`config.mk`:
```
export PLATFORM = sky130hd
export DESIGN_NAME = axis_adder_lane_compare
export DESIGN_NICKNAME = d
export VERILOG_FILES = /design/src/rtl/axis_adder_lane_compare.sv
export SDC_FILE = /design/constraint.sdc
export NUM_CORES = 1
export LEC_CHECK = 0
export ABC_AREA = 1
export BUFFER_PORTS_ARGS = -buffer_cell sky130_fd_sc_hd__buf_2
export CAP_MARGIN = 20
export CORE_AREA = 10 10 396 398
export DETAILED_ROUTE_END_ITERATION = 10
export DIE_AREA = 0 0 406 408
export PLACE_DENSITY_LB_ADDON = 0.2
export SYNTH_ARGS = -nofsm -noshare
export SYNTH_HDL_FRONTEND = slang
export SYNTH_SLANG_ARGS = --single-unit
export TNS_END_PERCENT = 1
```
`constraint.sdc`:
```
create_clock -name i_clk -period 0.8 [get_ports i_clk]
set_input_delay 0.04 -clock i_clk [delete_from_list [all_inputs] [get_ports i_clk]]
set_output_delay 0.04 -clock i_clk [all_outputs]
set_load 0.01 [all_outputs]
```
`src/rtl/axis_adder_lane_compare.sv`:
```
// Registered whole-vector compare of a beat against its expected lanes;
// one cycle of latency, one mismatch bit out.
module axis_adder_lane_compare #(
    parameter int unsigned C_DATA_WIDTH = 512
) (
    input  logic                    i_clk,
    input  logic                    i_rst,
    input  logic                    i_en,
    input  logic [C_DATA_WIDTH-1:0] i_data,
    input  logic [C_DATA_WIDTH-1:0] i_expected,
    output logic                    o_mismatch
);

    logic r_mismatch;

    always_ff @(posedge i_clk or posedge i_rst) begin
        if (i_rst) begin
            r_mismatch <= 1'b0;
        end else begin
            r_mismatch <= i_en && (i_data != i_expected);
        end
    end

    assign o_mismatch = r_mismatch;

endmodule

```
# Yosys cells after proc, flatten, opt, wreduce, memory -nomap -nowiden

Cells that the tools add are included.

Add/subtract/negate cells: 0
Multiply operators: 0
Divide/modulo/power cells: 0
$lt $le $gt $ge: 0
Equality and inequality tests: 1
Shift-type cells: 0
Multiplexer cells: 0
Bitwise gates (word level): 0
Reductions and logical operators: 1

Operators with widths:

| cell              | count |
|---|---|
| != test 512 bit   | 1 |
| logical AND 1 bit | 1 |

Flip-flop bits (word level): 1
Bits in latches: 0
RAM bits: 0
Memory bits (read-only): 0
Input port bits: 1,027
Logic and storage cells: 3
Memories: 0

# Depth between registers and ports, before layout

Depth after elaboration: 2
Depth in mapped cells: 13

# Worst setup path after synthesis

OpenSTA, ideal clock, no wires.

Path kind: input -> register
Start: in i_expected[197]
End: reg r_mismatch (netlist: o_mismatch)
Library setup time: 0.115 ns
Arrival time: 0.828 ns
Required time: 0.685 ns
Slack: -0.144 ns
Stages: 12
Buffers on the path: 0
Path through: nor2_1 > nor2_1 > nor2_1 > nand2_1 > nor2_1 > nand2_1 > nor2_1 > nand2_1 > nor2_1 > nand2_1 > nor2_1 > nor2_1

Longest elaborated chain between the ends: 2

RTL lines:

| what                   | RTL line | text |
|---|---|---|
| start: declaration     | 10       | `input logic [C_DATA_WIDTH-1:0] i_expected,` |
| != test 512 bit        | 20       | `r_mismatch <= i_en && (i_data != i_expected);` |
| logical AND 1 bit      | 20       |  |
| end signal: assignment | 20       |  |
| end: declaration       | 14       | `logic r_mismatch;` |

No other way between the ends.

# Worst setup path after layout

Start: in i_expected[344]
End: reg r_mismatch (netlist: o_mismatch)

Same word-level chain as after synthesis.

==> results.py <==
metrics = {
    "outcome": {
        "status": "finished, violations left",
        "violations": "setup timing",
    },
    "yosys": {
        "synth_top_area_share_pct": 31.1,
        "synth_seq_cells": 1,
        "synth_top_family_by_area": "simple AND/OR/NAND/NOR gates",
        "synthMuxAreaShare_pct": 0,
        "synth_area_leaders": "xor2_1 31%, nand2_1 28%, nor2_1 24%, inv_1 15%, xnor2_1 0.43%",
        "synth_xor_area_share_pct": 31.5,
        "synth_nets": 2819,
        "synth-adder-area-share_pct": 0,
        "syn-cell-area_um2": 8230,
        "synthCells": 1792,
        "synth_cell_types": 7,
        "syn_area_per_cell_um2": 4.59,
        "yosys_warnings": 0,
        "synth-simple-area-share_pct": 52.8,
        "ys_seq_area_share_pct": 0.304,
        "yosysTopAreaCell": "xor2_1",
        "synth_compound_area_share_pct": 0,
    },
    "route": {
        "post_drt_wl_per_cell_um": 21.4,
        "ant_nets": 0,
        "drt_wl_total_mm": 104,
        "drt_iter0_markers": 744,
        "drc_errors": 0,
        "drtPass1Iterations": 5,
        "vias_per_cell": 2.93,
        "dr_total_vias": 14200,
    },
    "floorplan": {
        "die_height_um": 408,
        "ioPinCount": 1028,
        "die_w_um": 406,
        "initial_core_util_pct": 5.53,
        "core_um2": 149000,
        "rows": 142,
        "dieArea_um2": 166000,
    },
    "cells_and_area": {
        "fillerInstances": 17900,
        "final_common_cell": "buf_2",
        "nets": 3877,
        "final_area_um2": 16500,
        "largest_reg_flops": 1,
        "areaGrowthSynthToFinish_pct": 100,
        "drive_above_1_share_pct": 38.6,
        "layout_common_cells": "1018 x buf_2, 609 x nand2_1, 505 x nor2_1",
    },
    "timing": {
        "max_freq_mhz": 587,
        "timing.final.crit_share_pct": 213,
        "fin_crit_ns": 1.70,
        "worst_slew_pin_slew_ns": 0.547,
        "hold_violations": 0,
        "maxSlewHeadroom_pct": 63.4,
        "setup_slack_ns": -0.904,
        "setup-violations-final": 1,
        "fin_tns_setup_ns": -0.904,
        "rsz0062_at_grt": "true",
        "finalMaxSlewViolations": 0,
    },
    "placed_design": {
        "hpwl_mm": 101,
        "dpl-instance-area_um2": 16100,
        "place_congestion": 0.928,
        "io_buffers": 1027,
    },
    "critical_path": {
        "crit_chain": "buf_2, nor2_1, nor2_1, nor2_2, nand2_1, nor2_1, nand2_1, nor2_2, nand2_1, nor2_2, buf_6, nand2_2, nor2_2, nor2_1",
        "path_class": "primary input to flop",
        "end_kind": "flop",
        "crit_required_ns": 0.68,
        "crit_slowest_cell": "nor2_2",
        "start_kind": "primary input",
        "worstPathArrival_ns": 1.58,
        "cpPeakStageDelay_ns": 0.26,
        "critPathMaxFanout": 2,
    },
    "global_routing": {
        "antenna_found_initial": 218,
        "grt_use_total_pct": 11.7,
        "busiest_layer": "met2",
        "grt_overflow": 0,
        "grt_pass1_vias": 13500,
        "met3_usage_pct": 5.13,
        "grt_pass1_wl_mm": 128,
        "grtUsageMet1_pct": 13.2,
        "use_met2_pct": 20.4,
        "grt_max_degree": 3,
    },
    "power": {
        "ir_worst_vdd_uv": 165,
        "leakagePower_uw": 0.00988,
        "powerDensity_nw_per_um2": 423,
    },
    "cts": {
        "postCtsSetupBuffers": 0,
        "clk_pin_slew_worst_paths_ns": 0,
    },
    "flow_run": {
        "cap_violations": 0,
    },
    "worst_hold_path": {
        "hold_path.class": "primary input to flop",
    },
}
[worst max-delay path, delay by kind of cell]
kind          cells  cell delay [ns]
simple gates     12             1.29
buf+inv           2             0.25
[report_power, final]
group          leakage, uW  switching [uW]  internal (uW)
registers        0.0000117            3.28           54.0
logic              0.00986            3480           3430
clock network  0.000000315               0        0.00856
total              0.00988            3480           3490
[cell usage after synthesis (all sizes together)]
library cell  number
nand4              1
nor2             534
xor2             292
xnor2              4
inv              337
nand2            623
dfrtp              1
[area by class of cell]
type                            count  area [um^2]  share of cell area (%)
Antenna cell                       50          125                   0.759
Sequential cell                     1         25.0                   0.152
Inverter                          337         1260                    7.67
Timing Repair Buffer             1056         5510                    33.4
Tap cell                         1944         2430                    14.7
Multi-Input combinational cell   1454         7130                    43.3
[metrics by stage]
stage                     power, uW  hold slack [ns]  instances  setup WS, ns  util (%)
final                          6970            0.340       4842        -0.904      11.1
after global routing           7870            0.361       4811         -1.01      11.0
after CTS                      7090            0.366       4792        -0.960      11.0
after detailed placement       6970          -0.0769       4792         -1.78      10.8
after global placement         6860          -0.0713       4791         -2.10      10.8
after floorplan                2690           -0.231       1792        -0.144         -
[final timing paths]
path                            startpoint  slack [ns]  cells past startpoint    endpoint
max                        i_expected[344]       -0.90                     14  o_mismatch
min                                   i_en        0.34                      3  o_mismatch
max in group asynchronous            i_rst        0.15                      3  o_mismatch
min in group asynchronous            i_rst        0.53                      3  o_mismatch
[timing repair]
item / CTS / global route
endpoints found under the setup margin: 1 / 1
pin swaps: 22 / 12
hold buffers: 1 / 0
hold endpoints to repair: 1 / 0
gates resized for setup: 55 / 17
[cells by family after synthesis]
logic type	after synthesis
xor gates and xnor gates	296
buffers and inverters	337
DFF	1
and+or+nand+nor	1158
[per-layer routing]
layer | share of wire, % | vias up
li1 | - | 7238
met2 | 48 | 788
met4 | 1.7 | 106
met3 | 12 | 248
met5 | 0.63 | -
met1 | 37 | 5786
(Power assumes the default switching activity.)
